[config.mk]
export PLATFORM = sky130hd
export DESIGN_NAME = pipe_stage_hs
export DESIGN_NICKNAME = d
export VERILOG_FILES = /design/src/rtl/pipe_stage_hs.sv
export SDC_FILE = /design/constraint.sdc
export NUM_CORES = 1
export LEC_CHECK = 0
export ABC_AREA = 1
export BUFFER_PORTS_ARGS = -buffer_cell sky130_fd_sc_hd__clkbuf_2
export CORE_MARGIN = 1
export CORE_UTILIZATION = 59
export CTS_CLUSTER_DIAMETER = 150
export DETAILED_ROUTE_END_ITERATION = 12
export PLACE_DENSITY = 0.82
export SYNTH_ARGS = -nofsm -noshare
export SYNTH_HDL_FRONTEND = slang
export SYNTH_SLANG_ARGS = --single-unit
[constraint.sdc]
create_clock -name clk -period 3.05 [get_ports clk]
set_clock_uncertainty 0.15 [all_clocks]
set_input_delay 0.305 -clock clk [delete_from_list [all_inputs] [get_ports clk]]
set_output_delay 0.305 -clock clk [all_outputs]
set_load 0.01 [all_outputs]
[src/rtl/pipe_stage_hs.sv]
// Multi-lane pipeline stage register with valid/ready handshake, optional two-entry skid
// buffer, whole-stage flush, per-lane flush with compaction and stall hold.
module pipe_stage_hs #(
    parameter int LANE_WIDTH = 32,
    parameter int LANES      = 2,
    parameter bit SKID       = 1'b1
) (
    input  logic                        clk,
    input  logic                        rst_n,
    input  logic                        stall,
    input  logic                        flush,
    input  logic [LANES-1:0]            flush_lane_mask,
    input  logic [LANES-1:0]            in_valid,
    input  logic [LANES*LANE_WIDTH-1:0] in_data,
    output logic                        in_ready,
    output logic [LANES-1:0]            out_valid,
    output logic [LANES*LANE_WIDTH-1:0] out_data,
    input  logic                        out_ready,
    output logic [1:0]                  occupancy
);
    localparam int DW = LANES * LANE_WIDTH;

    typedef enum logic [1:0] {EMPTY = 2'd0, ONE = 2'd1, TWO = 2'd2} state_t;

    state_t state, state_nxt;

    logic [LANES-1:0] m_valid, s_valid, m_valid_nxt, s_valid_nxt;
    logic [DW-1:0]    m_data, s_data, m_data_nxt, s_data_nxt;
    logic [LANES-1:0] m_keep_v, s_keep_v;
    logic [DW-1:0]    m_keep_d, s_keep_d, in_keep_d;
    logic             push, pop;

    // Clears the payload of every lane whose keep bit is 0.
    function automatic logic [DW-1:0] lane_zero(input logic [DW-1:0] d,
                                                input logic [LANES-1:0] keep);
        logic [DW-1:0] r;
        r = d;
        for (int k = 0; k < LANES; k++)
            if (!keep[k]) r[k*LANE_WIDTH +: LANE_WIDTH] = '0;
        return r;
    endfunction

    assign push = (|in_valid) & in_ready & ~flush;
    assign pop  = (|m_valid) & out_ready & ~stall;

    // NOTE: sequential state uses non-blocking assignments so every register samples
    // pre-edge values; blocking here would create order-dependent simulation.
    always_ff @(posedge clk or negedge rst_n) begin
        if (!rst_n) state <= EMPTY;
        else        state <= state_nxt;
    end

    // NOTE: the payload registers are reset as well because killed or empty lanes
    // must present zero data, including straight out of reset.
    always_ff @(posedge clk or negedge rst_n) begin
        if (!rst_n) begin
            m_valid <= '0;
            m_data  <= '0;
            s_valid <= '0;
            s_data  <= '0;
        end else begin
            m_valid <= m_valid_nxt;
            m_data  <= m_data_nxt;
            s_valid <= s_valid_nxt;
            s_data  <= s_data_nxt;
        end
    end

    // Popped M leaves whole; survivors are masked, compacted toward M, then the push lands.
    always_comb begin
        // NOTE: every output of this block gets a default first so no path infers a latch.
        m_valid_nxt = '0;
        m_data_nxt  = '0;
        s_valid_nxt = '0;
        s_data_nxt  = '0;
        m_keep_v    = pop ? '0 : (m_valid & ~flush_lane_mask);
        s_keep_v    = SKID ? (s_valid & ~flush_lane_mask) : '0;
        m_keep_d    = lane_zero(m_data, m_keep_v);
        s_keep_d    = lane_zero(s_data, s_keep_v);
        in_keep_d   = lane_zero(in_data, in_valid);

        if (!flush) begin
            if (|m_keep_v) begin
                m_valid_nxt = m_keep_v;
                m_data_nxt  = m_keep_d;
                if (|s_keep_v) begin
                    s_valid_nxt = s_keep_v;
                    s_data_nxt  = s_keep_d;
                end else if (push && SKID) begin
                    s_valid_nxt = in_valid;
                    s_data_nxt  = in_keep_d;
                end
            end else if (|s_keep_v) begin
                m_valid_nxt = s_keep_v;
                m_data_nxt  = s_keep_d;
                if (push) begin
                    s_valid_nxt = in_valid;
                    s_data_nxt  = in_keep_d;
                end
            end else if (push) begin
                m_valid_nxt = in_valid;
                m_data_nxt  = in_keep_d;
            end
        end

        if (|s_valid_nxt)      state_nxt = TWO;
        else if (|m_valid_nxt) state_nxt = ONE;
        else                   state_nxt = EMPTY;
    end

    always_comb begin
        if (SKID) in_ready = (state != TWO);
        else      in_ready = ~(|m_valid) | (out_ready & ~stall);
        occupancy = state;
        out_valid = m_valid;
        out_data  = m_data;
    end

endmodule

==> results of run 1 <==
## logic make-up after synthesis
logic type,share of synthesized area [%]
AO/OA/AOI/OAI,16.0
buffers and inverters,9.66
flip-flops,50.1
AND/OR/NAND/NOR,24.2
## placed cells by master, fill, tap and decap left out, drive strengths merged
| master | instances |
|---|---|
| a21oi | 34 |
| o21ai | 129 |
| nand3 | 7 |
| clkbuf | 159 |
| buf | 16 |
| nand4 | 3 |
| dfrtp | 134 |
| nand2 | 178 |
| a21boi | 32 |
| clkinv | 4 |
| clkinvlp | 4 |
| nor2 | 105 |
| inv | 114 |
| bufinv | 1 |
| dlygate4sd3 | 1 |
## final cells by class
cell class	instances	area, µm²
Multi-Input combinational cell	488	2700
Clock buffer	19	443
Inverter	110	413
Clock inverter	13	123
Timing Repair Buffer	157	872
Sequential cell	134	3350
Tap cell	140	175
Fill cell	816	2860
## registers in the layout (all words and copies together), names as in the netlist
| register | cells |
|---|---|
| occupancy | 2 |
| s_data | 64 |
| out_valid | 2 |
| s_valid | 2 |
| out_data | 64 |
## metal layers
layer / part of all wire (%) / vias to the layer above / wire length [µm] / track usage (%)
li1: - / 2678 / - / -
met3: 4.9 / 13 / 756 / 5.30
met5: 0 / - / 0 / 0
met2: 50 / 166 / 7680 / 44.0
met1: 44 / 2614 / 6780 / 38.2
met4: 1.1 / 0 / 169 / 9.75
## worst min-delay path: stages
cell      delay, ps
clkbuf_2         80
inv_1            80
nor2_4           40
nand2_1          50
o21ai_1          50
## power breakdown
part	internal [W]	leakage [nW]	switching, W
combinational	0.000131	1.75	0.000296
sequential	0.00181	1.86	0.0000192
clock	0.00115	0.267	0.000798
total	0.00310	3.88	0.00111
## stage by stage
step / power (W) / hold slack, ps
after global routing: 0.00435 / 83.8
after floorplan: 0.00212 / -141
after detailed placement: 0.00229 / 197
after global placement: 0.00229 / 199
after CTS: 0.00423 / 65.0
final: 0.00421 / 85.7
## what timing repair did
| action | in CTS | in global routing |
|---|---|---|
| hold buffers | 1 | 0 |
| endpoints found under the setup margin | 0 | 0 |
| endpoints found under the hold margin | 67 | 0 |
| gates resized for setup | 0 | 0 |
| buffers inserted | 0 | 0 |
## path summary, 6_finish.rpt
kind | start | endpoint | slack [ps] | cells after the start
min in group asynchronous | rst_n | out_data[5] | 290 | 2
setup / recovery | occupancy[0] | out_data[29] | 890 | 7
hold reg to reg | out_data[16] | out_data[16] | 340 | 2
setup reg to reg | occupancy[0] | out_data[29] | 890 | 7
hold / removal | in_data[53] | s_data[53] | 90 | 5
max in group asynchronous | rst_n | s_data[40] | 1730 | 3
==> reports/metrics.csv, run 1 <==
stage,metric,value,unit
run_status,status,"finished, final reports clean",
placed_design,Placer Congestion,0.782,
sta,fin. max-slew vios,0,
layout,Final Util,73.9,%
setup_path,CP Launch Type,register,
setup_path,"Largest stage delay, worst path",440,ps
sta,Period minus WS final,2160,ps
setup_path,WP buf/inv,2,
setup_path,Worst EP required,3160,ps
sta,Hold Fails Final Rpt,0,
drt,"antenna viol nets, final",0,
synth,Synth Net Count,849,
drt,DR vias,5471,
clock_tree,clock sink count,134,
clock_tree,Clock Root Buffer,clkbuf_16,
sta,final cycle utilization of the critical path,70.8,%
clock_tree,Clock transition at path regs,60,ps
sta,setup ws final,890,ps
clock_tree,Longest Clk Path Bufs,2,
clock_tree,CTS tree,done,
setup_path,critical path's slowest cell,buf_4,
synth,share of the synthesized area in the top cell type,50.1,%
placed_design,Placement Cell Area,0.00750,mm²
sta,Max Fclk,0.463,GHz
sta,transition time of the tightest slew-check pin,904,ps
synth,top_reg_cell synth,dfrtp_1,
sta,RSZ-0062 raised after global routing,false,
synth,Post-synth EDFFs,0,
die,initial cell density of the core,61.2,%
setup_path,kind of critical path,register to register,
layout,"Area growth, synth to finish",20.7,%
placed_design,Place WS,950,ps
grt,vias in the first global route,5147,
sta,Slew headroom,39.7,%
setup_path,Worst path top cell family by delay,simple AND/OR/NAND/NOR gates,
grt,first-pass GRT wire length,25100,µm
drt,first drt pass iteration count,5,
synth,Syn Std Cell Area,0.00669,mm²
drt,routed wire length,15400,µm
setup_path,Worst Path Arrival,2270,ps
setup_path,CP cell instances,"inv_1, nand2_1, nand3_4, buf_4, nor2_4, a21oi_1, o21ai_1",
clock_tree,H-tree depth,4,
die,num ports,142,
sta,final setup vio count,0,
synth,Synth area leaders,"dfrtp_1 50%, nor2_4 10%, nand2_1 9.9%",
layout,Nets,981,
placed_design,Port Buffers,141,
drt,drt drc,0,
synth,synth cell count leaders,"176 x nand2_1, 134 x dfrtp_1, 118 x o21ai_1",
layout,post-route insts no fill,1061,
placed_design,hpwl dp,9430,µm
die,Die Y,109,µm
layout,Ant. Diodes,0,
drt,initial DRC count,296,
synth,register bit total from synthesis,134,
die,die width,109,µm
die,row count,38,
synth,fraction of registers with async set/reset,100,%
job,Max-cap violations,0,
grt,grt total ovfl,0,
synth,Synth Instances,776,
power,PD cells,521,mW/mm²
power,Peak VDD IR,0.000315,V
setup_path,Crit Path Max Fanout,14,
drt,DR vias/cell,5.16,
grt,antenna violations before repair,0,
synth,syn avg cell area,8.63,µm²
synth,library cells used by synthesis,25,
synth,"Seq/Total Area, Yosys",50.1,%
grt,largest net degree at the start of global routing,70,
power,static leakage,3.88,nW
sta,setup tns final,0,ps
die,die footprint,0.0118,mm²
synth,Yosys warning count,0,
layout,share of layout cells above drive strength 1,28.4,%
synth,cell with the most instances after synthesis,nand2_1,
clock_tree,CTS Buf Count,17,
die,Core Box Area,0.0109,mm²
layout,Final Instance Area,0.00808,mm²
grt,Tot GR Track Use,27.7,%
setup_path,Worst Setup End Kind,register,
worst_hold_path,Hold Crit Class,primary input to register,
drt,WL/cell,14.5,µm
placed_design,Placed Cells,1028,
synth,largest area contributor in the netlist,dfrtp_1,
clock_tree,"Clk Latency, worst-skew pair",410,ps
Power figures use the tool's default switching activity.
==> inputs of run 2 (changes only) <==
- ABC_AREA: 1 -> 0
- CORE_UTILIZATION: 59 -> 54
- PLACE_DENSITY: 0.82 -> 0.77
- clock period: 3.05 -> 2.05 ns (I/O delays scaled with it)
==> run 2 against run 1 <==
Count of clock-buffer cells in the layout is 1 higher. Design area is 0.26% higher. Core utilization is 0.84 points higher. Via count is 1.9% lower.
==> reports/metrics.csv, run 2 <==
stage,metric,value,unit,change
run_status,status,"finished, final reports clean",,
power,PD cells,739,mW/mm²,+42%
drt,Met2 Wirelength,8210,µm,+6.9%
grt,grt total ovfl,0,,unchanged
grt,vias in the first global route,5511,,+7.1%
synth,library cells used by synthesis,35,,+40%
clock_tree,H-tree depth,4,,unchanged
drt,"antenna viol nets, final",0,,unchanged
power,switching share of total power,24.5,%,-2.0 points
layout,"most common cell after layout, fill and taps aside",clkbuf_2,,
layout,# fillers,722,,-12%
placed_design,hpwl dp,9690,µm,+2.7%
sta,fin. max-slew vios,0,,unchanged
clock_tree,Clock Root Buffer,clkbuf_8,,
sta,Hold Fails Final Rpt,0,,unchanged
drt,WL met1,6860,µm,+1.1%
clock_tree,postcts setup bufs,0,,unchanged
drt,first drt pass iteration count,5,,unchanged
sta,RSZ-0062 raised after global routing,false,,
clock_tree,CTS tree,done,,
power,Flop pwr share,45.6,%,+2.1 points
drt,routed wire length,16600,µm,+8.2%
synth,Syn Std Cell Area,0.00603,mm²,-9.9%
die,row count,38,,unchanged
setup_path,Crit Path Max Fanout,10,,-4
clock_tree,Longest Clk Path Bufs,2,,unchanged
placed_design,Port Buffers,141,,unchanged
synth,register bit total from synthesis,134,,unchanged
setup_path,Worst Setup SP,flush,,
synth,synth cell count leaders,"134 x dfrtp_1, 129 x nand2_1, 128 x a22o_1",,
die,die width,108,µm,-0.75%
grt,antenna violations before repair,0,,unchanged
die,Die Y,108,µm,-0.75%
drt,DR vias,5367,,-1.9%
die,die footprint,0.0116,mm²,-1.5%
synth,Synth area leaders,"dfrtp_1 56%, a22o_1 19%, nand2_1 8.0%",,
synth,"Seq/Total Area, Yosys",55.6,%,+5.5 points
synth,Yosys warning count,0,,unchanged
clock_tree,"Clk Latency, worst-skew pair",520,ps,+110 ps
layout,share of layout cells above drive strength 1,31.6,%,+3.1 points
die,num ports,142,,unchanged
synth,cell with the most instances after synthesis,dfrtp_1,,
drt,WL/cell,18.5,µm,+28%
layout,Ant. Diodes,0,,unchanged
sta,Max Fclk,0.519,GHz,
drt,DR vias/cell,5.96,,+16%
setup_path,Worst Path Arrival,2230,ps,-40 ps
sta,Period minus WS final,1930,ps,
synth,Synth Instances,547,,-30%
power,Internal Power,0.00452,W,+46%
job,Max-cap violations,0,,unchanged
clock_tree,Clock transition at path regs,60,ps,about the same
layout,most frequent cells in the layout,"140 x clkbuf_2, 134 x dfrtp_1, 129 x nand2_1",,
power,Peak VDD IR,0.000429,V,+36%
power,Net Switching,0.00146,W,+32%
setup_path,CP Launch Type,primary input,,
drt,met3 WL post-DR,1240,µm,+64%
grt,largest net degree at the start of global routing,63,,-10%
sta,transition time of the tightest slew-check pin,440,ps,-464 ps
layout,Nets,822,,-16%
sta,setup tns final,0,ps,unchanged
clock_tree,clock sink count,134,,unchanged
setup_path,Worst Setup End Kind,register,,
setup_path,kind of critical path,primary input to register,,
layout,"Area growth, synth to finish",34.3,%,
clock_tree,CTS Buf Count,17,,unchanged
grt,first-pass GRT wire length,27100,µm,+8.2%
synth,top_reg_cell synth,dfrtp_1,,
setup_path,Worst R2R Start,s_valid[1],,
setup_path,Worst EP required,2350,ps,-810 ps
power,Clk pwr share,44.0,%,-2.3 points
grt,Tot GR Track Use,30.5,%,+2.8 points
die,initial cell density of the core,55.7,%,-5.6 points
synth,Synth Net Count,620,,-27%
sta,final setup vio count,0,,unchanged
drt,top layer in use,met4,,
power,static leakage,4.14,nW,+6.8%
synth,fraction of registers with async set/reset,100,%,unchanged
sta,final cycle utilization of the critical path,94.0,%,
sta,hold slack final,24.7,ps,-61.0 ps
die,Core Box Area,0.0108,mm²,-0.87%
worst_hold_path,Hold Crit Class,primary input to asynchronous set/reset pin,,
synth,share of the synthesized area in the top cell type,55.6,%,+5.5 points
power,Logic pwr share,10.5,%,+0.4 points
placed_design,Placer Congestion,0.857,,+9.7%
synth,Post-synth EDFFs,0,,unchanged
drt,drt drc,0,,unchanged
drt,initial DRC count,583,,+97%
sta,Slew headroom,70.7,%,+31 points
synth,syn avg cell area,11.0,µm²,+28%
synth,largest area contributor in the netlist,dfrtp_1,,
[run 2: routing by layer]
layer / global-route usage [%] / up-vias
met1: 39.5 / 2670
met2: 48.9 / 282
met3: 7.93 / 33
li1: - / 2382
met5: 0 / -
met4: 12.3 / 0
[run 2: cell type report]
class | instances | area (µm²) | share of cell area (%)
sequential | 134 | 3350 | 41.4
multi-input combinational | 361 | 2400 | 29.6
timing repair buffer | 231 | 1650 | 20.3
clock buffer | 20 | 455 | 5.62
tap | 140 | 175 | 2.16
clock inverter | 10 | 57.6 | 0.710
inverter | 4 | 15.0 | 0.185
[run 2: worst paths after layout]
check | to | slack, ps | depth (start not counted)
max | s_valid[1] | 120 | 8
max in group asynchronous | s_data[58] | 1050 | 3
min reg2reg | out_data[10] | 360 | 1
max reg2reg | s_valid[1] | 130 | 5
min in group clk | out_valid[1] | 50 | 4
min | out_data[20] | 20 | 2
[run 2: critical path, stage by stage]
cell and delay [ps]:
dlygate4sd3_1 550, clkbuf_2 110, buf_4 190, nand2b_1 200, nor3_2 150, o21ai_0 100, o22ai_1 150, dlygate4sd3_1 570
[run 2: logic make-up (layout without fill, tap and decap cells)]
logic type | count (synthesis) | after routing | synth area share [%]
buf+inv | 52 | 265 | 5.18
compound gates | 204 | 204 | 27.4
xor+xnor | 1 | 1 | 0.145
simple gates | 155 | 155 | 11.6
flops | 134 | 134 | 55.6
fa+ha+maj | 1 | 1 | 0.166
[run 2: through the flow]
stage	power, W	utilization [%]	setup slack [ps]	instances	cell area [µm²]
finish	0.00599	74.7	123	900	8100
global route	0.00622	74.7	39.9	900	8100
CTS	0.00602	74.7	83.5	900	8090
detailed placement	0.00329	63.6	211	801	6890
global placement	0.00327	63.6	275	801	6890
floorplan	0.00302	-	420	547	6030
[run 2: timing repair]
action,CTS,global route
hold endpoints to repair,245,0
setup endpoints to repair,0,1
hold buffers,69,0
resized for setup,0,2
[run 2: power by group through the flow]
stage               logic (W)  clock network, W  registers, W
floorplan            0.000232                 0       0.00279
global placement     0.000495                 0       0.00277
detailed placement   0.000512                 0       0.00277
CTS                  0.000616           0.00268       0.00273
global route         0.000679           0.00281       0.00273
finish               0.000627           0.00263       0.00273
==> inputs of run 3 (changes only) <==
- HOLD_SLACK_MARGIN: not set -> 0.15
- clock period: 2.05 -> 2.1 ns (I/O delays scaled with it)
==> run 3 against run 2 <==
Routed wire length shrank 0.84%. Sequential share of layout area shrank 0.85 points. Register-to-register slack gained 60 ps. Clock power grew 19%. First-iteration DRC count shrank 26%. Setup slack gained 16 ps. Design area grew 2.1%. Combinational power shrank 1%. Worst hold slack gained 220 ps. Largest cell class unchanged.
==> reports/metrics.csv, run 3 (synthesis results as in run 2) <==
stage,metric,value,unit,change
setup_path,R2R Path End,s_valid[1],,
job,Max-cap violations,0,,unchanged
clock_tree,H-tree depth,4,,unchanged
sta,final cycle utilization of the critical path,93.4,%,
setup_path,worst-case reg-to-reg path depth,5,,unchanged
grt,grt total ovfl,0,,unchanged
sta,setup tns final,0,ps,unchanged
clock_tree,"Clk Latency, worst-skew pair",510,ps,about the same
placed_design,Placer Congestion,0.819,,-4.4%
die,Die Y,108,µm,unchanged
placed_design,hpwl dp,10000,µm,+3.3%
die,die footprint,0.0116,mm²,unchanged
drt,drt drc,0,,unchanged
power,Peak VDD IR,0.000572,V,+33%
die,row count,38,,unchanged
layout,share of layout cells above drive strength 1,31.4,%,-0.15 points
setup_path,Crit Path Max Fanout,39,,+29
clock_tree,Clock Root Buffer,clkbuf_8,,
sta,Period minus WS final,1960,ps,
grt,first-pass GRT wire length,27200,µm,+0.18%
sta,Max Fclk,0.510,GHz,
grt,vias in the first global route,5520,,+0.16%
layout,Ant. Diodes,0,,unchanged
drt,first drt pass iteration count,5,,unchanged
grt,largest net degree at the start of global routing,63,,unchanged
setup_path,kind of critical path,primary input to register,,
sta,fin. max-slew vios,0,,unchanged
clock_tree,CTS tree,done,,
setup_path,Reg2Reg Setup Slack,190,ps,+60 ps
power,static leakage,4.23,nW,+2.0%
worst_hold_path,Hold Crit Class,primary input to register,,
die,initial cell density of the core,55.7,%,unchanged
clock_tree,postcts setup bufs,0,,unchanged
die,Core Box Area,0.0108,mm²,unchanged
setup_path,end of the critical path,out_data[19],,
sta,Hold Fails Final Rpt,0,,unchanged
layout,"most common cell after layout, fill and taps aside",clkbuf_2,,
setup_path,Worst Setup SP,stall,,
setup_path,Worst Setup End Kind,register,,
placed_design,Port Buffers,141,,unchanged
sta,Slew headroom,53.8,%,-17 points
drt,DR vias,5333,,-0.63%
setup_path,Worst Path Arrival,2250,ps,+20 ps
placed_design,Placement Cell Area,0.00687,mm²,-0.33%
layout,most frequent cells in the layout,"140 x clkbuf_2, 134 x dfrtp_1, 129 x nand2_1",,
layout,"Area growth, synth to finish",37.1,%,
grt,antenna violations before repair,0,,unchanged
grt,Tot GR Track Use,30.1,%,-0.37 points
clock_tree,CTS Buf Count,17,,unchanged
drt,routed wire length,16500,µm,-0.84%
die,num ports,142,,unchanged
sta,transition time of the tightest slew-check pin,691,ps,+252 ps
clock_tree,Longest Clk Path Bufs,2,,unchanged
drt,DR vias/cell,5.86,,-1.7%
drt,WL/cell,18.1,µm,-1.9%
layout,Final Instance Area,0.00827,mm²,+2.1%
power,PD cells,776,mW/mm²,+5.0%
clock_tree,clock sink count,134,,unchanged
layout,Nets,830,,+0.97%
setup_path,Worst EP required,2390,ps,+40 ps
die,die width,108,µm,unchanged
setup_path,CP Launch Type,primary input,,
drt,"antenna viol nets, final",0,,unchanged
setup_path,Worst R2R Start,s_valid[1],,
sta,RSZ-0062 raised after global routing,false,,
sta,final setup vio count,0,,unchanged
clock_tree,Clock transition at path regs,60,ps,about the same
drt,initial DRC count,430,,-26%
run_status,status,"finished, final reports clean",,
-- run 3: cell count changes in the layout (fill, tap and decap cells not counted), moves of 2 or more --
cell | previous run | this run
buf_12 | 7 | 5
clkinv_2 | 7 | 1
clkbuf_8 | 4 | 6
bufinv_16 | 0 | 4
dlygate4sd3_1 | 69 | 74
clkbuf_1 | 0 | 3
buf_4 | 14 | 19
-- run 3: worst max-delay path: stages --
cell           delay [ps]
dlygate4sd3_1         530
clkbuf_2              140
nor2b_4               220
a21oi_4               100
nor2_4                540
buf_12                300
a22o_1                180
-- run 3: area by class of cell --
cell class                      instances  area [µm²]
Fill cell                             672        2570
Timing Repair Buffer                  239        1700
Clock buffer                           25         494
Clock inverter                          7         140
Multi-Input combinational cell        361        2400
Inverter                                4        15.0
Tap cell                              140         175
Sequential cell                       134        3350
-- run 3: routing by layer --
metal	wire [µm]	share of wire [%]	vias to the layer above	global-route usage, %
met3	993	6.0	25	5.33
met4	282	1.7	0	10.6
li1	-	-	2384	-
met1	7040	43	2684	40.7
met5	0	0	-	0
met2	8180	50	240	49.0
-- run 3: through the flow --
step	util (%)	std cells	power [W]	hold WS [ps]	setup slack, ps
floorplan	-	547	0.00295	-236	470
global placement	63.3	803	0.00319	33.8	243
detailed placement	63.3	803	0.00321	27.6	152
CTS	76.2	910	0.00644	221	95.3
global route	76.3	910	0.00662	250	16.1
finish	76.3	910	0.00642	245	140
-- run 3: power by group --
group | switching, W | internal, W
registers | 0.0000321 | 0.00263
clock network | 0.00105 | 0.00209
logic | 0.000339 | 0.000280
total | 0.00142 | 0.00500
-- run 3: repair_timing --
item / 4_1_cts / 5_1_grt
resized for setup: 0 / 2
hold endpoints to repair: 267 / 0
hold buffers: 75 / 0
setup endpoints to repair: 0 / 1
-- run 3: worst min path at each step --
stage | cells past startpoint | end | from
floorplan | 0 | occupancy[0] | rst_n
finish | 5 | out_valid[0] | out_ready
global route | 5 | out_valid[0] | out_ready
detailed placement | 1 | out_data[18] | rst_n
CTS | 5 | out_valid[0] | out_ready
global placement | 1 | out_data[20] | rst_n
